===== config.mk =====
export PLATFORM = sky130hd
export DESIGN_NAME = oam_dma_flat
export DESIGN_NICKNAME = d
export VERILOG_FILES = /design/src/rtl/gb_pkg.sv /design/src/rtl/oam_dma_if.sv /design/src/rtl/oam_dma_ctr.sv /design/src/rtl/oam_dma.sv /design/src/flat_wrapper.sv
export SDC_FILE = /design/constraint.sdc
export NUM_CORES = 1
export LEC_CHECK = 0
export BUFFER_PORTS_ARGS = -buffer_cell sky130_fd_sc_hd__buf_2
export CAP_MARGIN = 10
export CORE_MARGIN = 2
export CORE_UTILIZATION = 41
export CTS_CLUSTER_DIAMETER = 60
export DETAILED_ROUTE_END_ITERATION = 10
export PLACE_DENSITY = 0.69
export SYNTH_ARGS = -nofsm -noshare
export SYNTH_HDL_FRONTEND = slang
export SYNTH_SLANG_ARGS = --single-unit

===== constraint.sdc =====
create_clock -name clk -period 2.7 [get_ports clk]
set_clock_uncertainty 0.15 [all_clocks]
set_input_delay 0.54 -clock clk [delete_from_list [all_inputs] [get_ports clk]]
set_output_delay 0.54 -clock clk [all_outputs]
set_load 0.02 [all_outputs]

===== src/rtl/gb_pkg.sv =====
// Shared Game Boy core constants and the OAM DMA state encoding.
package gb_pkg;
   localparam logic [15:0] DMA_REG_ADDR   = 16'hFF46;
   localparam logic [15:0] OAM_BASE       = 16'hFE00;
   localparam int          OAM_LEN        = 160;
   localparam logic [7:0]  ECHO_BASE_PAGE = 8'hE0;

   typedef enum logic [1:0] {IDLE, START, XFER, LAST} dma_state_t;

   // Echo RAM ($E000-$FDFF) aliases work RAM at $C000-$DDFF.
   function automatic logic [7:0] map_page(input logic [7:0] page);
      return (page >= ECHO_BASE_PAGE) ? page - 8'h20 : page;
   endfunction
endpackage


===== src/rtl/oam_dma_if.sv =====
// CPU register port, source read bus and OAM write bus of the sprite DMA.
interface oam_dma_if;
   logic        cpu_sel;
   logic        cpu_wr;
   logic [7:0]  cpu_di;
   logic [7:0]  cpu_do;
   logic        src_rd;
   logic [15:0] src_addr;
   logic [7:0]  src_data;
   logic        oam_wr;
   logic [7:0]  oam_addr;
   logic [7:0]  oam_data;
   logic        busy;

   modport master (
      input  cpu_sel, cpu_wr, cpu_di, src_data,
      output cpu_do, src_rd, src_addr, oam_wr, oam_addr, oam_data, busy
   );

   modport slave (
      output cpu_sel, cpu_wr, cpu_di, src_data,
      input  cpu_do, src_rd, src_addr, oam_wr, oam_addr, oam_data, busy
   );
endinterface


===== src/rtl/oam_dma_ctr.sv =====
// Start-delay counter, byte index and pending-restart slot for the OAM DMA.
module oam_dma_ctr
   import gb_pkg::*;
#(
   parameter int LEN         = OAM_LEN,
   parameter int START_DELAY = 1
) (
   input  logic       clk,
   input  logic       reset,
   input  logic       ce,
   input  logic       wr,
   input  logic [7:0] wr_data,
   input  dma_state_t state,
   output logic [7:0] page,
   output logic [7:0] idx,
   output logic       dly_done,
   output logic       fire,
   output logic       pend,
   output logic       last_idx
);
   localparam logic [7:0] DLY      = 8'(START_DELAY);
   localparam logic [7:0] LAST_IDX = 8'(LEN - 1);

   logic [7:0] cnt;
   logic [7:0] pcnt;
   logic [7:0] ppage;

   assign dly_done = (state == START) && ce && (cnt <= 8'd1);
   // A write on the same clk supersedes whatever was pending.
   assign fire     = (state == XFER) && ce && pend && (pcnt <= 8'd1) && !wr;
   assign last_idx = (idx == LAST_IDX);

   always_ff @(posedge clk) begin
      if (reset) begin
         cnt   <= '0;
         pcnt  <= '0;
         ppage <= '0;
         page  <= '0;
         idx   <= '0;
         pend  <= 1'b0;
      end else begin
         if (state == START && ce && cnt != 8'd0)
            cnt <= cnt - 8'd1;
         if (state == XFER && ce) begin
            if (fire) begin
               idx  <= '0;
               page <= ppage;
               pend <= 1'b0;
            end else begin
               idx <= idx + 8'd1;
               if (pend && pcnt != 8'd0)
                  pcnt <= pcnt - 8'd1;
            end
         end
         // Pending request outlived the old transfer: hand its remaining delay to START.
         if (state == LAST && pend) begin
            page <= ppage;
            cnt  <= pcnt;
            idx  <= '0;
            pend <= 1'b0;
         end
         if (wr) begin
            if (state == XFER) begin
               ppage <= wr_data;
               pcnt  <= DLY;
               pend  <= 1'b1;
            end else begin
               page <= wr_data;
               cnt  <= DLY;
               idx  <= '0;
               pend <= 1'b0;
            end
         end
      end
   end
endmodule


===== src/rtl/oam_dma.sv =====
// Sprite-attribute DMA: copies LEN bytes from page XX00 into OAM, one per ce.
module oam_dma
   import gb_pkg::*;
#(
   parameter int LEN         = OAM_LEN,
   parameter int START_DELAY = 1
) (
   input  logic      clk,
   input  logic      reset,
   input  logic      ce,
   oam_dma_if.master bus
);
   localparam dma_state_t ARM = (START_DELAY == 0) ? XFER : START;

   dma_state_t state, state_nx;
   logic       wr;
   logic [7:0] page, idx;
   logic       dly_done, fire, pend, last_idx;
   logic       src_rd;
   logic       own;
   logic       oam_wr;
   logic [7:0] oam_addr;
   logic [7:0] cpu_reg;

   assign wr = bus.cpu_sel && bus.cpu_wr;

   oam_dma_ctr #(.LEN(LEN), .START_DELAY(START_DELAY)) u_ctr (
      .clk      (clk),
      .reset    (reset),
      .ce       (ce),
      .wr       (wr),
      .wr_data  (bus.cpu_di),
      .state    (state),
      .page     (page),
      .idx      (idx),
      .dly_done (dly_done),
      .fire     (fire),
      .pend     (pend),
      .last_idx (last_idx)
   );

   always_comb begin
      state_nx = state;
      unique case (state)
         IDLE:  if (wr) state_nx = ARM;
         START: begin
            if (wr)            state_nx = ARM;
            else if (dly_done) state_nx = XFER;
         end
         XFER:  if (ce && last_idx && !fire) state_nx = (pend || wr) ? LAST : IDLE;
         LAST:  state_nx = ARM;
         default: state_nx = IDLE;
      endcase
   end

   assign src_rd = (state == XFER) && ce;

   always_ff @(posedge clk) begin
      if (reset) begin
         state    <= IDLE;
         own      <= 1'b0;
         oam_wr   <= 1'b0;
         oam_addr <= '0;
         cpu_reg  <= 8'hFF;
      end else begin
         state <= state_nx;
         // Bus ownership spans restarts; only a return to IDLE releases it.
         own    <= (state_nx == IDLE) ? 1'b0 : (own | src_rd);
         oam_wr <= src_rd;
         if (src_rd) oam_addr <= idx;
         if (wr)     cpu_reg  <= bus.cpu_di;
      end
   end

   assign bus.src_rd   = src_rd;
   assign bus.src_addr = src_rd ? {map_page(page), idx} : 16'h0000;
   assign bus.oam_wr   = oam_wr;
   assign bus.oam_addr = oam_addr;
   assign bus.oam_data = oam_wr ? bus.src_data : 8'h00;
   assign bus.busy     = src_rd | own | oam_wr;
   assign bus.cpu_do   = cpu_reg;
endmodule

===== src/flat_wrapper.sv =====
// flat-port wrapper written by rule: the top's interface ports become plain ports
module oam_dma_flat import gb_pkg::*;
#(
   parameter int LEN         = OAM_LEN,
   parameter int START_DELAY = 1
)
  (clk, reset, ce, bus_cpu_sel, bus_cpu_wr, bus_cpu_di, bus_src_data, bus_cpu_do, bus_src_rd, bus_src_addr, bus_oam_wr, bus_oam_addr, bus_oam_data, bus_busy);
  oam_dma_if bus_i ();
  input  logic clk;
  input  logic reset;
  input  logic ce;
  input wire logic [$bits(bus_i.cpu_sel)-1:0] bus_cpu_sel;
  input wire logic [$bits(bus_i.cpu_wr)-1:0] bus_cpu_wr;
  input wire logic [$bits(bus_i.cpu_di)-1:0] bus_cpu_di;
  input wire logic [$bits(bus_i.src_data)-1:0] bus_src_data;
  output wire logic [$bits(bus_i.cpu_do)-1:0] bus_cpu_do;
  output wire logic [$bits(bus_i.src_rd)-1:0] bus_src_rd;
  output wire logic [$bits(bus_i.src_addr)-1:0] bus_src_addr;
  output wire logic [$bits(bus_i.oam_wr)-1:0] bus_oam_wr;
  output wire logic [$bits(bus_i.oam_addr)-1:0] bus_oam_addr;
  output wire logic [$bits(bus_i.oam_data)-1:0] bus_oam_data;
  output wire logic [$bits(bus_i.busy)-1:0] bus_busy;
  assign bus_i.cpu_sel = bus_cpu_sel;
  assign bus_i.cpu_wr = bus_cpu_wr;
  assign bus_i.cpu_di = bus_cpu_di;
  assign bus_i.src_data = bus_src_data;
  assign bus_cpu_do = bus_i.cpu_do;
  assign bus_src_rd = bus_i.src_rd;
  assign bus_src_addr = bus_i.src_addr;
  assign bus_oam_wr = bus_i.oam_wr;
  assign bus_oam_addr = bus_i.oam_addr;
  assign bus_oam_data = bus_i.oam_data;
  assign bus_busy = bus_i.busy;
  oam_dma #(.LEN(LEN), .START_DELAY(START_DELAY)) u_core (.clk(clk), .reset(reset), .ce(ce), .bus(bus_i));
endmodule

==> results.py <==
metrics = {
    "outcome": {
        "status": "completed",
    },
    "clock_network": {
        "tritoncts_clock_tree": "built",
        "numClockSinks": 61,
        "postCtsHoldBufs": 0,
        "cts_buffers": 9,
        "ctsLongestPathBuffers": 2,
        "cts_repair_resized_insts": 0,
        "postCtsSetupBuffers": 0,
        "htree_num_levels": 3,
        "worst_skew_late_latency_ns": 0.34,
        "clk_pin_slew_ns": 0.06,
        "cts_root_buf": "clkbuf_8",
    },
    "route": {
        "detail_route.wirelength_um": 6520,
        "drt_pre_antenna_iters": 4,
        "antenna_left": 0,
        "wl_per_cell_um": 12.5,
        "via_count": 2617,
        "routed_via_density": 5.01,
        "drt_drc_violations_left": 0,
        "drt-initial-drc-count": 137,
    },
    "die": {
        "floorplan.initialDensity_pct": 42.3,
        "top_level_ports": 64,
        "floorplan.die.width_um": 87.7,
        "floorplan.core_area_sq_mm": 0.00679,
        "placement_rows": 30,
        "floorplan.die_area_sq_mm": 0.00770,
        "die_h_um": 87.7,
    },
    "synthesis": {
        "dominant_combinational_cell_family_by_area_after_synthesis": "simple AND/OR/NAND/NOR gates",
        "fraction_of_registers_with_async_set_or_reset_after_synthesis_pct": 0,
        "synth_compound_area_share_pct": 10.4,
        "synth_fp_nets": 383,
        "register_bit_count_reported_by_yosys": 61,
        "synth_top_area_cell": "dfxtp_1",
        "synth_fa_ha_area_share_pct": 2.61,
        "synth_xor_xnor_area_share_pct": 6.40,
        "area_contributors_post_synth": "dfxtp_1 (42%), nand2_1 (8.0%), nor2_1 (5.6%)",
        "synthesis.yosys.warnings": 0,
        "synthTopCellsByCount": "dfxtp_1 (61), nand2_1 (61), nor2_1 (43)",
        "seq_area_frac_synth_pct": 42.5,
        "yosys_most_used_dff": "dfxtp_1",
        "synth-simple-area-share_pct": 33.2,
        "area_share_of_the_largest_cell_type_after_synthesis_pct": 42.5,
        "synthesis.instances": 356,
        "yosys.cell_types.count": 45,
        "synthMuxAreaShare_pct": 0,
        "synth-edff-count": 0,
        "post_synth_instance_area_sq_mm": 0.00287,
        "mean_area_per_synthesized_cell_sq_um": 8.07,
    },
    "critical_path": {
        "worst_path_most_repeated_cell": "nand2_1",
        "critical_path.endpoint_type": "primary output",
        "path_depth": 7,
        "critPathLaunch": "u_core.state[0]",
        "cpLargestDelayFamily": "buffers and inverters",
        "critical_path.n_buffers_inverters": 4,
        "worst_setup_path_endpoint": "bus_src_addr[2]",
        "crit_path_cell_trace": "and2b_1 -> nand2_1 -> inv_2 -> buf_4 -> nand2_1 -> inv_1 -> buf_2",
        "critPathArrivalTime_ns": 1.77,
        "crit_path_max_fanout": 12,
        "critical_path.startpoint_type": "flip-flop",
        "path_class": "flip-flop to primary output",
        "cp_max_stage_cell": "dfxtp_1",
        "worst-endpoint-required_ns": 2.01,
        "rrSetupSlack_ns": 0.55,
        "critical_path.reg2reg.startpoint": "u_core.u_ctr.cnt[0]",
        "critical_path.reg2reg.endpoint": "u_core.u_ctr.cnt[5]",
        "worst-r2r-cell-count": 7,
        "critical_path.max_stage_delay_ns": 0.38,
    },
    "placement": {
        "final_wtd_congestion": 0.812,
        "post-dp-hpwl_um": 4700,
        "port_buffers": 63,
        "pre_cts_slack_ns": 0.404,
    },
    "global_route": {
        "grt_max_degree": 26,
        "grt_use_total_pct": 17.9,
        "grt.overflow.total": 0,
        "wire_length_of_the_first_global_routing_pass_um": 10800,
        "antenna_found_initial": 0,
        "first_global_vias": 2423,
    },
    "finish": {
        "synthToLayoutAreaGrowth_pct": 21.5,
        "number_of_nets_in_the_layout": 448,
        "number_of_fillers_in_the_final_layout": 661,
        "final_layout_size_suffix_gt1_share_pct": 22.5,
        "insertedDiodeCount": 0,
        "final_core_utilization_pct": 51.4,
    },
    "pwr": {
        "report.power.total_uw": 1970,
        "total_power_per_unit_cell_area_mw_per_mm2": 565,
        "irDropWorstVdd_mv": 0.395,
        "power_leakage_uw": 0.00154,
    },
    "sta": {
        "layout_worst_path_cycle_share_pct": 91.1,
        "setup_viol_count_final": 0,
        "setup_ws_ns": 0.239,
        "setup_total_negative_slack_ns": 0,
        "achievable_freq_mhz": 406,
        "final_period_minus_worst_setup_slack_ns": 2.46,
        "worst-slew-pin-transition_ns": 0.575,
        "timing_max_transition_violations_final": 0,
        "report.final.hold_viol_count": 0,
        "rsz0062_at_grt": "no",
        "worst_slew_margin_rel_pct": 61.5,
    },
    "worst_hold_path": {
        "worstHoldPathType": "primary input to flip-flop",
    },
    "flow_run": {
        "cap_viol_max_count": 0,
    },
}
==> stage by stage <==
step / hold slack, ns / instance area, sq um / cells
after floorplan: 0.287 / 2870 / 356
after CTS: 0.286 / 3490 / 522
after global routing: 0.299 / 3490 / 522
after global placement: 0.292 / 3290 / 506
final: 0.300 / 3490 / 522
after detailed placement: 0.296 / 3290 / 506
==> final cells by class <==
class	count	area, sq um	share of cell area [%]
clock buffer	11	131	3.76
timing repair buffer	71	375	10.7
clock inverter	5	75.1	2.15
tap	96	120	3.44
sequential	61	1220	35.0
multi-input combinational	263	1510	43.3
inverter	15	56.3	1.61
==> power breakdown <==
part / total [uW] / internal (uW) / switching [uW]
Sequential: 947 / 927 / 20.8
Combinational: 174 / 67.9 / 106
Clock: 852 / 515 / 337
==> routing by layer <==
| metal | track usage [%] | routed length, um |
|---|---|---|
| met5 | 0 | 0 |
| met4 | 7.41 | 127 |
| met3 | 5.09 | 330 |
| met2 | 29.5 | 2960 |
| met1 | 21.9 | 3100 |
==> flip-flops by register name, summed over array words and instances, names as in the netlist, 2 cells and up <==
name                 count
u_core.bus.oam_addr      8
u_core.state             2
u_core.u_ctr.page        8
u_core.u_ctr.ppage       8
u_core.u_ctr.cnt         8
u_core.u_ctr.idx         8
u_core.bus.cpu_do        8
u_core.u_ctr.pcnt        8
==> worst min path at each step <==
stage          cells past startpoint                endpoint  slack [ns]                    from
2_1_floorplan                      2   u_core.u_ctr.ppage[0]        0.29   u_core.u_ctr.ppage[0]
3_3_place_gp                       2  u_core.bus.oam_addr[0]        0.29  u_core.bus.oam_addr[0]
3_5_place_dp                       2  u_core.bus.oam_addr[0]        0.30  u_core.bus.oam_addr[0]
4_1_cts                            3    u_core.bus.cpu_do[4]        0.29           bus_cpu_di[4]
5_1_grt                            3    u_core.bus.cpu_do[3]        0.30           bus_cpu_di[3]
6_report                           3    u_core.bus.cpu_do[7]        0.30           bus_cpu_di[7]
==> placed cells by master, fill, tap and decap left out, drive strengths merged <==
master | synthesis | final
a211oi | 8 | 8
clkbuf | 10 | 11
o211ai | 3 | 3
clkinv | 0 | 3
buf | 7 | 71
nand4 | 6 | 6
nand2 | 61 | 61
or2 | 1 | 1
inv | 15 | 15
and3 | 1 | 1
a2bb2oi | 1 | 1
a21oi | 22 | 22
a311oi | 2 | 2
nand3b | 8 | 8
nand3 | 8 | 8
nor3 | 23 | 23
nand4b | 2 | 2
and4b | 1 | 1
o31ai | 1 | 1
and3b | 1 | 1
or3 | 3 | 3
nand2b | 4 | 4
or4 | 2 | 2
and2 | 15 | 15
bufinv | 0 | 2
dfxtp | 61 | 61
ha | 6 | 6
xor2 | 13 | 13
o2111ai | 3 | 3
o311a | 1 | 1
xnor2 | 8 | 8
o22ai | 1 | 1
nor2 | 44 | 44
o21a | 1 | 1
or4b | 1 | 1
and2b | 1 | 1
nor4 | 10 | 10
a21boi | 1 | 1
==> worst min-delay path: cells and delay by family <==
family / cells / cell delay [ns]
buf+inv: 1 / 0.10
simple gates: 2 / 0.12
==> kinds of logic after synthesis <==
logic type                 after synthesis
and+or+nand+nor                        192
AOI/OAI and AO/OA                       44
DFF                                     61
adders and majority gates                6
xor gates and xnor gates                21
buffers and inverters                   32
No activity file was read; power rests on OpenSTA's default activity.
